**src/rtl/sdm2_dac.sv**
```systemverilog
// sdm2_dac: second-order sigma-delta 1-bit DAC with a click-free soft-mute ramp.
// Takes one unsigned sample per clock, applies a 0..GMAX gain that ramps one
// step every RAMP_DIV clocks when mute changes, and drives a 1-bit stream.
// Optional feature: define SDM2_DAC_DITHER_EN to add 2-bit LFSR dither into
// the first integrator, which breaks up idle tones.
module sdm2_dac #(
    parameter int MSBI     = 7,
    parameter int RAMP_DIV = 256,
    parameter int GW       = 6
) (
    input  logic          clock,
    input  logic          reset,
    input  logic          mute,
    input  logic [MSBI:0] d,
    output logic          q,
    output logic          muted
);

    localparam int N  = MSBI + 1;     // sample width
    localparam int W1 = N + 2;        // first integrator width
    localparam int W2 = N + 4;        // second integrator width
    localparam int S1 = W1 + 2;       // headroom for the unsaturated i1 sum
    localparam int S2 = W2 + 2;       // headroom for the unsaturated i2 sum
    localparam int P  = N + GW + 1;   // signed product width
    localparam int CW = (RAMP_DIV > 1) ? $clog2(RAMP_DIV) : 1;

    localparam logic [N-1:0]         MID      = {1'b1, {(N-1){1'b0}}};
    localparam logic signed [N:0]    FB_POS   = {2'b01, {(N-1){1'b0}}};
    localparam logic signed [N:0]    FB_NEG   = {2'b11, {(N-1){1'b0}}};
    localparam logic signed [W1-1:0] I1_MAX   = {1'b0, {(W1-1){1'b1}}};
    localparam logic signed [W1-1:0] I1_MIN   = {1'b1, {(W1-1){1'b0}}};
    localparam logic signed [W2-1:0] I2_MAX   = {1'b0, {(W2-1){1'b1}}};
    localparam logic signed [W2-1:0] I2_MIN   = {1'b1, {(W2-1){1'b0}}};
    localparam logic [GW:0]          G_FULL   = {1'b1, {GW{1'b0}}};
    localparam logic [GW:0]          G_ONE    = (GW+1)'(1);
    localparam logic [CW-1:0]        CNT_LAST = CW'(RAMP_DIV - 1);
    localparam logic [CW-1:0]        CNT_ONE  = CW'(1);

    typedef enum logic [1:0] {
        ST_PLAY     = 2'd0,
        ST_FADE_OUT = 2'd1,
        ST_MUTED    = 2'd2,
        ST_FADE_IN  = 2'd3
    } state_t;

    state_t                state_q, state_d;
    logic [CW-1:0]         cnt_q, cnt_d;
    logic [GW:0]           g_q, g_d;
    logic signed [N-1:0]   x_q, x_d;
    logic signed [W1-1:0]  i1_q, i1_d;
    logic signed [W2-1:0]  i2_q, i2_d;
    logic                  q_q, q_d;
    logic                  muted_q, muted_d;

    logic                  wrap;
    logic signed [P-1:0]   prod;
    logic signed [P-1:0]   xe_w;
    logic signed [N:0]     fb;
    logic signed [S1-1:0]  sum1;
    logic signed [S2-1:0]  sum2;

`ifdef SDM2_DAC_DITHER_EN
    logic [15:0]           lfsr_q, lfsr_d;

    // Dither source: Fibonacci LFSR, taps 16,14,13,11, advancing every clock
    always_comb begin
        lfsr_d = {lfsr_q[0] ^ lfsr_q[2] ^ lfsr_q[3] ^ lfsr_q[5], lfsr_q[15:1]};
    end
`endif

    // Ramp FSM: walks the gain between 0 and GMAX one step per counter wrap
    always_comb begin
        // NOTE: every output of this block gets a default first, so no path can leave one unassigned and infer a latch.
        state_d = state_q;
        cnt_d   = cnt_q;
        g_d     = g_q;
        wrap    = (cnt_q == CNT_LAST);
        case (state_q)
            ST_PLAY: begin
                g_d = G_FULL;
                if (mute) state_d = ST_FADE_OUT;
            end
            ST_FADE_OUT: begin
                if (!mute) begin
                    state_d = ST_FADE_IN;            // reverse from the current gain
                end else if (g_q == '0) begin
                    state_d = ST_MUTED;              // reached via an instant reversal at g=0
                end else begin
                    cnt_d = wrap ? '0 : cnt_q + CNT_ONE;
                    if (wrap) begin
                        g_d = g_q - G_ONE;
                        if (g_q == G_ONE) state_d = ST_MUTED;
                    end
                end
            end
            ST_MUTED: begin
                g_d = '0;
                if (!mute) state_d = ST_FADE_IN;
            end
            ST_FADE_IN: begin
                if (mute) begin
                    state_d = ST_FADE_OUT;
                end else if (g_q == G_FULL) begin
                    state_d = ST_PLAY;
                end else begin
                    cnt_d = wrap ? '0 : cnt_q + CNT_ONE;
                    if (wrap) begin
                        g_d = g_q + G_ONE;
                        if (g_q == G_FULL - G_ONE) state_d = ST_PLAY;
                    end
                end
            end
            default: begin
                state_d = ST_MUTED;
                g_d     = '0;
            end
        endcase
        // The ramp counter restarts on every state entry
        if (state_d != state_q) cnt_d = '0;
        muted_d = (state_d == ST_MUTED);
    end

    // Modulator datapath: input offset, gain, two saturating integrators, quantiser
    always_comb begin
        x_d  = $signed(d ^ MID);                    // d - 2^(N-1)
        prod = P'(x_q) * P'($signed({1'b0, g_q}));
        xe_w = prod >>> GW;                         // floor division by GMAX
        fb   = q_q ? FB_POS : FB_NEG;

        sum1 = S1'(i1_q) + S1'(xe_w) - S1'(fb);
`ifdef SDM2_DAC_DITHER_EN
        sum1 = sum1 + S1'($signed(lfsr_q[1:0]));
`endif
        if (sum1 > S1'(I1_MAX))      i1_d = I1_MAX;
        else if (sum1 < S1'(I1_MIN)) i1_d = I1_MIN;
        else                         i1_d = $signed(sum1[W1-1:0]);

        // Second integrator consumes the old i1, not i1_d
        sum2 = S2'(i2_q) + S2'(i1_q) - S2'(fb);
        if (sum2 > S2'(I2_MAX))      i2_d = I2_MAX;
        else if (sum2 < S2'(I2_MIN)) i2_d = I2_MIN;
        else                         i2_d = $signed(sum2[W2-1:0]);

        q_d = ~i2_d[W2-1];                          // i2_next >= 0
    end

    // State register: everything returns to the silent MUTED state on reset
    always_ff @(posedge clock or negedge reset) begin
        // NOTE: sequential state uses non-blocking assignments so every flop samples pre-edge values.
        if (!reset) begin
            state_q <= ST_MUTED;
            cnt_q   <= '0;
            g_q     <= '0;
            x_q     <= '0;
            i1_q    <= '0;
            i2_q    <= '0;
            q_q     <= 1'b0;
            muted_q <= 1'b1;
`ifdef SDM2_DAC_DITHER_EN
            lfsr_q  <= 16'hACE1;
`endif
        end else begin
            state_q <= state_d;
            cnt_q   <= cnt_d;
            g_q     <= g_d;
            x_q     <= x_d;
            i1_q    <= i1_d;
            i2_q    <= i2_d;
            q_q     <= q_d;
            muted_q <= muted_d;
`ifdef SDM2_DAC_DITHER_EN
            lfsr_q  <= lfsr_d;
`endif
        end
    end

    assign q     = q_q;
    assign muted = muted_q;

endmodule
```
**config.mk**
```make
export PLATFORM = sky130hd
export DESIGN_NAME = sdm2_dac
export DESIGN_NICKNAME = d
export VERILOG_FILES = /design/src/rtl/sdm2_dac.sv
export SDC_FILE = /design/constraint.sdc
export NUM_CORES = 1
export LEC_CHECK = 0
export BUFFER_PORTS_ARGS = -buffer_cell sky130_fd_sc_hd__buf_2
export CAP_MARGIN = 10
export CORE_MARGIN = 4
export CORE_UTILIZATION = 70
export DETAILED_ROUTE_END_ITERATION = 8
export GPL_ROUTABILITY_DRIVEN = 0
export GPL_TIMING_DRIVEN = 0
export PLACE_DENSITY = 0.9
export SYNTH_ARGS = -nofsm -noshare
export SYNTH_HDL_FRONTEND = slang
export SYNTH_SLANG_ARGS = --single-unit
export TNS_END_PERCENT = 5
```
**constraint.sdc**
```tcl
create_clock -name clock -period 13.25 [get_ports clock]
set_input_delay 2.65 -clock clock [delete_from_list [all_inputs] [get_ports clock]]
set_output_delay 2.65 -clock clock [all_outputs]
set_load 0.05 [all_outputs]
```
==> results of run 1 <==
## through the flow
step	setup WS [ps]	cells	util [%]
2_1_floorplan	6900	634	-
3_3_place_gp	6300	748	75.3
3_5_place_dp	6150	748	75.3
4_1_cts	6120	756	76.4
5_1_grt	5720	757	76.6
6_report	6100	757	76.6
## layout by cell type, fill, tap and decap left out, types with 2 or more instances in the layout
master	Yosys	routed
nand2b_1	11	11
nor2_1	36	36
a211oi_1	2	2
a21oi_1	20	20
clkbuf_8	0	5
o311a_1	2	2
o21a_1	6	6
xnor2_1	26	26
o21ai_0	13	13
xor2_1	12	12
o21ai_1	6	6
a31o_1	3	3
nand4_1	2	2
nor2b_1	6	6
or3_1	10	10
nor3_1	10	10
a21oi_2	4	4
fa_1	49	49
dfrtp_1	47	47
and2_1	48	48
o211ai_1	2	2
nand2_1	33	33
and3_1	4	4
o41ai_2	2	2
o31ai_1	5	5
a21o_1	21	21
or2_2	2	2
or2_1	2	2
nand3_1	11	11
ha_1	69	69
mux2i_1	2	2
inv_1	125	125
buf_2	0	12
a31oi_1	3	3
a21boi_0	3	3
clkbuf_1	9	10
dfstp_2	2	2
nor3b_1	2	2
## layout make-up
| cell class | instances | area (um^2) | area share (%) |
|---|---|---|---|
| Tap cell | 102 | 128 | 2.12 |
| Timing Repair Buffer | 13 | 80.1 | 1.33 |
| Clock inverter | 2 | 13.8 | 0.229 |
| Buffer | 11 | 52.6 | 0.874 |
| Inverter | 125 | 469 | 7.80 |
| Sequential cell | 49 | 1230 | 20.4 |
| Multi-Input combinational cell | 449 | 3970 | 66.0 |
| Clock buffer | 6 | 72.6 | 1.21 |
## path summary, 6_finish.rpt
kind	start	to	cells past startpoint
setup / recovery	g_q[2]	i1_q[1]	25
hold / removal	i2_q[0]	i2_q[0]	2
setup reg to reg	g_q[2]	i1_q[1]	25
hold reg to reg	i2_q[0]	i2_q[0]	2
max in group asynchronous	reset	state_q[1]	2
min in group asynchronous	reset	i1_q[7]	1
## per-layer routing
| layer | vias up | wire length [um] | global-route usage, % |
|---|---|---|---|
| met5 | - | 0 | 0 |
| met4 | 0 | 100 | 5.57 |
| met3 | 11 | 296 | 2.50 |
| met2 | 60 | 5590 | 42.3 |
| met1 | 2098 | 4670 | 30.5 |
| li1 | 2095 | - | - |
## kinds of logic after synthesis
| kind of cell | count (synthesis) | share of synthesized area [%] |
|---|---|---|
| simple gates | 186 | 17.3 |
| buf+inv | 136 | 9.12 |
| fa+ha+maj | 118 | 32.2 |
| compound gates | 105 | 13.7 |
| flops | 49 | 21.5 |
| xor+xnor | 38 | 5.82 |
| mux | 2 | 0.350 |
## registers in the layout, summed over array words and instances (netlist names)
name	count
cnt_q	8
q	1
i2_q	12
x_q	8
muted	1
state_q	2
g_q	7
i1_q	10
## worst reg2reg max path, cell delays in order (launching register included)
cell	delay, ps
dfrtp_1	480
clkbuf_1	380
nand2_1	220
fa_1	580
inv_1	50
fa_1	470
fa_1	560
inv_1	60
fa_1	530
inv_1	40
ha_1	330
and3_1	160
o311a_1	130
or3_1	390
a21o_1	200
xnor2_1	130
ha_1	290
inv_1	40
ha_1	360
o21ai_0	140
a21oi_1	110
o41ai_2	430
nor3_1	140
a311oi_2	390
a21oi_2	210
o21a_1	220
==> impl_metrics.yaml, run 1 <==
floorplanning:
  die_area_um2: 9680
  num_rows: 32
  dieHeight_um: 98.4
  die_width_um: 98.4
  start_util_pct: 72.9
  floorplan.core_area_um2: 7850
  io_pins: 13
route:
  route.antenna.remaining_nets: 0
  drt-initial-drc-count: 187
  route.detailed.wl_per_inst_um: 14.1
  route.detailed.vias_per_inst: 5.63
  wirelength_um: 10700
  post-route-drc-count: 0
  detailroute.via_count: 4264
  drt-pass1-iter-count: 5
timing:
  worst_pin_slew_ps: 506
  period_share_pct: 53.9
  unrepaired_setup_endpoints_after_global_routing: "no"
  timing.final.setup_violations: 0
  setup_total_negative_slack_ps: 0
  timing.slew.headroom_pct: 65.9
  period_needed_ps: 7150
  max_slew_violation_total_from_the_final_report: 0
  final_clock_skew_ps: 6.53
  fin_hold_ws_ps: 568
  timing.fmax_ghz: 0.140
  final-hold-violation-count: 0
critical_path:
  worst_path_dominant_cell_family: "adder cells"
  r2r_slack_ps: 6100
  critPathArrivalTime_ps: 7350
  worst-setup-path-type: "reg -> reg"
  worst-endpoint-required_ps: 13450
  cp-start-kind: "flop"
  critical-path-max-stage-delay_ps: 580
  crit_end_category: "flop"
  cp_slowest_cell: "fa_1"
  critical_path.n_buffers_inverters: 5
  crit_path_max_fanout: 10
clocking:
  tritoncts_num_sinks: 49
  cts_setup_buffers: 0
  clk_lat_worst_skew_ps: 300
  cts-resized-gates: 0
  cts_tree: "built"
  cts_hold_repair.buffers: 0
  cts_buffer_depth: 2
  clock-root-buffer: "clkbuf_8"
  tritoncts.num_buffers: 5
  ctsHtreeMaxLevel: 2
  cts.clk_slew.worst_paths_ps: 100
outcome:
  outcome: "complete, no violations"
run:
  max_cap_violations: 0
logic_synthesis:
  mappedNetlistArea_um2: 5720
  synth_edf_count: 0
  postSynthAreaPerCell_um2: 9.02
  ys_top_cells_by_area: "dfrtp_1 (21%), fa_1 (17%), ha_1 (15%)"
  synth-seq-cells: 49
  top_ff_cell_synth: "dfrtp_1"
  synthTopCellsByCount: "inv_1 (125), ha_1 (69), fa_1 (49), and2_1 (48), dfrtp_1 (47)"
  yosysTopAreaCellShare_pct: 20.6
  yosysWarningCount: 0
  synth.yosys.seq_area_share_pct: 21.5
  synth_most_common_cell: "inv_1"
  synthDominantAreaCellType: "dfrtp_1"
  syn_inst: 634
  synthesis.nets: 763
  synth-async-reset-ratio_pct: 100
  synthDistinctLibCells: 60
layout:
  antennaDiodeCount: 0
  synthToLayoutAreaGrowth_pct: 5.14
  fraction_of_layout_instances_using_a_drive_strength_above_1_pct: 6.41
  post-route-cell-area_um2: 6010
  number_of_fillers_in_the_final_layout: 534
  finish.net_count: 783
global_route:
  grt_overflow_total: 0
  grt_pass1_vias: 4429
  groute.usage.overall_pct: 23.5
  grt_first_pass_wirelength_um: 19200
  grt_max_degree: 50
  antenna_violations_before_repair: 0
placement:
  placement.io_buffers: 12
  place_hpwl_um: 8470
  dpl_cell_area_um2: 5910
min_path:
  hp-class: "reg -> reg"
Power of run 1 is not shown: default switching activity piles up to over one toggle a cycle in this logic, so the estimate is an artifact.
==> inputs of run 2 (changes only) <==
- CORE_UTILIZATION: 70 -> 59
- PLACE_DENSITY: 0.9 -> 0.81
- clock period: 13.25 -> 5.83 ns (I/O delays scaled with it)
==> run 2 against run 1 <==
The run now ends with negative setup slack left. Critical path depth stayed put. Via count is 8.0% higher. Sequential share of layout area down 2.2 points. Fmax rose by 12%. Design area grew 13%. Utilization down 3.5 points. Sequential cell count unchanged. Cell count increased by 9.1%. Clock-buffer cell count decreased by 1. Non-clock buffer count grew 41. Highest routed layer unchanged.
==> impl_metrics.yaml, run 2 (synthesized netlist as in run 1, its figures left out) <==
floorplanning:
  floorplan.core_area_um2: 9330
  start_util_pct: 61.3
  dieHeight_um: 106
  die_area_um2: 11300
  io_pins: 13
  die_width_um: 106
  num_rows: 35
layout:
  largest_registers: "i2_q x12, i1_q x10"
  layout_common_cells: "inv_1 (117), ha_1 (58), fa_1 (44)"
  instances_no_fill: 826
  antennaDiodeCount: 0
  synthToLayoutAreaGrowth_pct: 19.2
  fraction_of_layout_instances_using_a_drive_strength_above_1_pct: 22.1
  final_common_cell: "inv_1"
  largest_register_ffs: 12
  largest-register: "i2_q"
  finish.net_count: 825
min_path:
  hp-class: "reg -> reg"
critical_path:
  worst-endpoint-required_ps: 6030
  critical-path-max-stage-delay_ps: 540
  critPathArrivalTime_ps: 6580
  cp_slowest_cell: "fa_1"
  crit_path_max_fanout: 5
  worst_path_dominant_cell_family: "adder cells"
  critical_path.n_buffers_inverters: 6
  cp-start-kind: "flop"
  critical_path.most_common_cell: "fa_1"
  crit_end_category: "flop"
  worst-setup-path-type: "reg -> reg"
placement:
  numPlacedInstances: 775
  placement.io_buffers: 12
  place_hpwl_um: 8570
timing:
  unrepaired_setup_endpoints_after_global_routing: "yes"
  period_share_pct: 109
  timing.fmax_ghz: 0.157
  period_needed_ps: 6380
  final_clock_skew_ps: 4.70
  final-hold-violation-count: 0
  timing.slew.headroom_pct: 59.2
  max_slew_violation_total_from_the_final_report: 0
  timing.final.setup_violations: 10
  worst_pin_slew_ps: 608
  post-route-worst-setup-slack_ps: -551
clocking:
  cts.clk_slew.worst_paths_ps: 100
  cts_tree: "built"
  clk_lat_worst_skew_ps: 300
  tritoncts.num_buffers: 5
  clock-root-buffer: "clkbuf_8"
  cts_hold_repair.buffers: 0
  ctsHtreeMaxLevel: 2
  tritoncts_num_sinks: 49
  cts_buffer_depth: 2
run:
  max_cap_violations: 0
route:
  post-route-drc-count: 0
  route.antenna.remaining_nets: 0
  route.detailed.wl_per_inst_um: 16.2
  drt-pass1-iter-count: 5
  detailroute.via_count: 4605
  drt-initial-drc-count: 283
  route.detailed.vias_per_inst: 5.58
  wirelength_um: 13400
outcome:
  violations: "negative setup slack"
  outcome: "finished with violations"
global_route:
  antenna_violations_before_repair: 0
  grt_overflow_total: 0
  grt_max_degree: 50
  groute.usage.overall_pct: 22.3
  grt_first_pass_wirelength_um: 20800
  grt_pass1_vias: 4563
==> run 2: changes by cell type in the layout (fill, tap and decap cells not counted), moves of 5 or more <==
cell | before | now
and2_1 | 48 | 42
inv_2 | 0 | 8
ha_4 | 0 | 11
buf_6 | 1 | 7
buf_4 | 0 | 40
dfrtp_1 | 47 | 38
fa_2 | 0 | 5
fa_1 | 49 | 44
clkbuf_1 | 10 | 3
ha_1 | 69 | 58
dfrtp_2 | 0 | 9
inv_1 | 125 | 117
==> run 2: per-layer routing <==
layer	vias up	GRT usage (%)	share of wire [%]
met1	2263	29.2	42
li1	2177	-	-
met4	0	5.48	2.7
met5	-	0	0
met2	128	39.9	52
met3	37	2.13	3.4
==> run 2: worst paths after layout <==
path | from | endpoint | slack [ps] | cells after the start
max in group asynchronous | reset | state_q[1] | 4570 | 2
min in group asynchronous | reset | q | 700 | 1
worst min-delay path | cnt_q[1] | cnt_q[1] | 560 | 2
worst max register to register | g_q[4] | i1_q[4] | -550 | 25
worst max-delay path | g_q[4] | i1_q[4] | -550 | 25
worst min register to register | cnt_q[1] | cnt_q[1] | 560 | 2
==> run 2: metrics by stage <==
stage	TNS [ps]	setup WS, ps	instance area, um^2	hold WS [ps]	util [%]
floorplan	-2360	-288	5870	502	-
global placement	-6700	-725	6090	522	65.3
detailed placement	-7240	-777	6090	540	65.3
CTS	-2970	-328	6590	564	70.6
global route	-7210	-761	6820	593	73.1
finish	-5140	-551	6820	556	73.1
==> run 2: layout make-up <==
type / count / area [um^2]
buffer: 6 / 35.0
fill: 608 / 2510
timing repair buffer: 59 / 448
clock inverter: 3 / 68.8
multi-input combinational: 450 / 4330
inverter: 125 / 469
clock buffer: 5 / 68.8
sequential: 49 / 1240
tap: 129 / 161
==> run 2: timing repair <==
action,4_1_cts,5_1_grt
gates resized for setup,42,21
pin swaps,34,26
endpoints found under the setup margin,10,10
cloned,1,0
buffers inserted,29,17
==> run 2: worst register-to-register path, cell delays in order, from the launching register on <==
cell and delay, ps:
dfrtp_2 450, buf_4 150, and2_1 150, fa_1 540
fa_2 450, fa_1 500, inv_1 60, fa_1 530
inv_1 60, ha_4 170, or3_4 350, nor3_4 260
o31ai_4 90, a21oi_2 190, buf_4 150, xor2_2 60
fa_1 540, inv_2 50, ha_4 160, or3_4 380
nor3_4 270, nor2_4 100, o21ai_2 160, o311ai_4 130
buf_6 160, a21o_1 160
Power of run 2 is left out for the same reason.
==> inputs of run 3 (changes only) <==
- CORE_UTILIZATION: 59 -> 65
- PLACE_DENSITY: 0.81 -> 0.84
- clock period: 5.83 -> 6.45 ns (I/O delays scaled with it)
==> run 3 against run 2 <==
The flow still finishes with violations (negative setup slack). Fmax decreased by 2.9%. Critical path type unchanged. Critical path depth unchanged. Cell count decreased by 6.3%. Design area decreased by 6.3%. Utilization increased by 3.1 points. Wire length decreased by 4.2%.
==> impl_metrics.yaml, run 3 (synthesized netlist as in run 1, its figures left out) <==
placement:
  numPlacedInstances: 751
  placement.io_buffers: 12
  dp_slack_ps: -734
  place_hpwl_um: 9040
floorplanning:
  start_util_pct: 68.2
  num_rows: 33
  die_area_um2: 10400
  dieHeight_um: 102
  floorplan.core_area_um2: 8380
  io_pins: 13
  die_width_um: 102
route:
  drt-initial-drc-count: 245
  wirelength_um: 12800
  route.detailed.wl_per_inst_um: 16.5
  route.detailed.vias_per_inst: 5.85
  drt-pass1-iter-count: 5
  detailroute.via_count: 4529
  post-route-drc-count: 0
  route.antenna.remaining_nets: 0
critical_path:
  worst-endpoint-required_ps: 6670
  worst_path_dominant_cell_family: "adder cells"
  crit_path_max_fanout: 10
  crit_end_category: "flop"
  cp_slowest_cell: "fa_1"
  cp-start-kind: "flop"
  worst-setup-path-type: "reg -> reg"
  critical-path-max-stage-delay_ps: 560
  critical_path.n_buffers_inverters: 5
  critical_path.most_common_cell: "fa_1"
  critPathArrivalTime_ps: 6790
layout:
  fraction_of_layout_instances_using_a_drive_strength_above_1_pct: 14.8
  largest_register_ffs: 12
  instances_no_fill: 774
  regArea_um2: 1240
  largest_registers: "i2_q x12, i1_q x10"
  largest-register: "i2_q"
  combined_area_of_the_multi_input_logic_cells_um2: 4170
  antennaDiodeCount: 0
  final_common_cell: "inv_1"
  final_core_occ_pct: 76.2
  number_of_fillers_in_the_final_layout: 558
  finish.net_count: 797
  synthToLayoutAreaGrowth_pct: 11.7
  layout_common_cells: "inv_1 (125), ha_1 (62), fa_1 (47)"
timing:
  post-route-worst-setup-slack_ps: -120
  final-hold-violation-count: 0
  period_needed_ps: 6570
  timing.slew.headroom_pct: 25.8
  max_slew_violation_total_from_the_final_report: 0
  unrepaired_setup_endpoints_after_global_routing: "yes"
  timing.fmax_ghz: 0.152
  setup_total_negative_slack_ps: -873
  final_clock_skew_ps: 7.24
  timing.final.setup_violations: 9
  period_share_pct: 102
  worst_pin_slew_ps: 1110
global_route:
  groute.usage.overall_pct: 25.6
  antenna_violations_before_repair: 0
  grt_overflow_total: 0
  grt_first_pass_wirelength_um: 21100
  grt_max_degree: 50
  grt_pass1_vias: 4682
clocking:
  tritoncts_num_sinks: 49
  ctsHtreeMaxLevel: 2
  cts_tree: "built"
  clock-root-buffer: "clkbuf_8"
  cts_hold_repair.buffers: 0
  clk_lat_worst_skew_ps: 330
  cts.clk_slew.worst_paths_ps: 100
  tritoncts.num_buffers: 5
  cts_buffer_depth: 2
run:
  max_cap_violations: 0
min_path:
  hp-class: "reg -> reg"
outcome:
  outcome: "finished with violations"
  violations: "negative setup slack"
[run 3: cell count changes in the layout (fill, tap and decap cells not counted), sizes merged]
cell	change
buf	-28
bufinv	-1
clkinv	+1
[run 3: worst paths after layout]
check                              start       end  slack, ps  cells after the start
worst max register to register    g_q[2]   i1_q[0]       -120                     25
min in group asynchronous          reset  i2_q[11]       1160                      1
worst min register to register  cnt_q[7]  cnt_q[7]        580                      2
max in group asynchronous          reset    g_q[6]       4520                      1
worst min-delay path            cnt_q[7]  cnt_q[7]        580                      2
worst max-delay path              g_q[2]   i1_q[0]       -120                     25
[run 3: final cells by class]
cell class	instances	share of cell area, %
well taps	105	2.06
repair buffers	30	3.31
plain buffers	7	0.764
flip-flops and latches	49	19.4
clock buffers	5	1.08
clock inverters	3	0.686
multi-input cells	450	65.3
inverters	125	7.35
[run 3: repair_timing]
item                                   CTS  global route
endpoints found under the hold margin    0             0
pin swaps                               13            16
setup endpoints to repair               10            10
gates resized for setup                 26            27
gates cloned                             1             0
buffers inserted                        15             5
[run 3: metal layers]
layer | routed length [um] | up-vias | GRT usage [%]
li1 | - | 2124 | -
met1 | 5080 | 2258 | 31.0
met2 | 6880 | 109 | 46.1
met3 | 436 | 38 | 3.44
met4 | 408 | 0 | 10.1
met5 | 0 | - | 0
[run 3: worst reg2reg max path, cell delays in order, from the launching register on]
cell and delay, ps:
dfrtp_2 430, buf_8 140, and2_1 150, fa_1 490, fa_1 440, fa_1 560
inv_1 70, fa_1 540, inv_1 70, ha_4 280, and3_1 170, o311a_4 220
nor3_4 60, o31ai_2 330, a21oi_2 140, xor2_1 180, fa_1 530, inv_1 70
ha_4 180, or3_4 380, nor3_4 200, nor3_2 90, o31ai_2 310, buf_4 210
a21oi_4 60, o21a_1 190
[run 3: stage by stage]
step | cell area, um^2 | hold WS [ps]
6_report | 6390 | 578
5_1_grt | 6390 | 605
4_1_cts | 6240 | 572
3_5_place_dp | 5910 | 555
3_3_place_gp | 5910 | 526
2_1_floorplan | 5720 | 502
Power of run 3 is left out for the same reason.
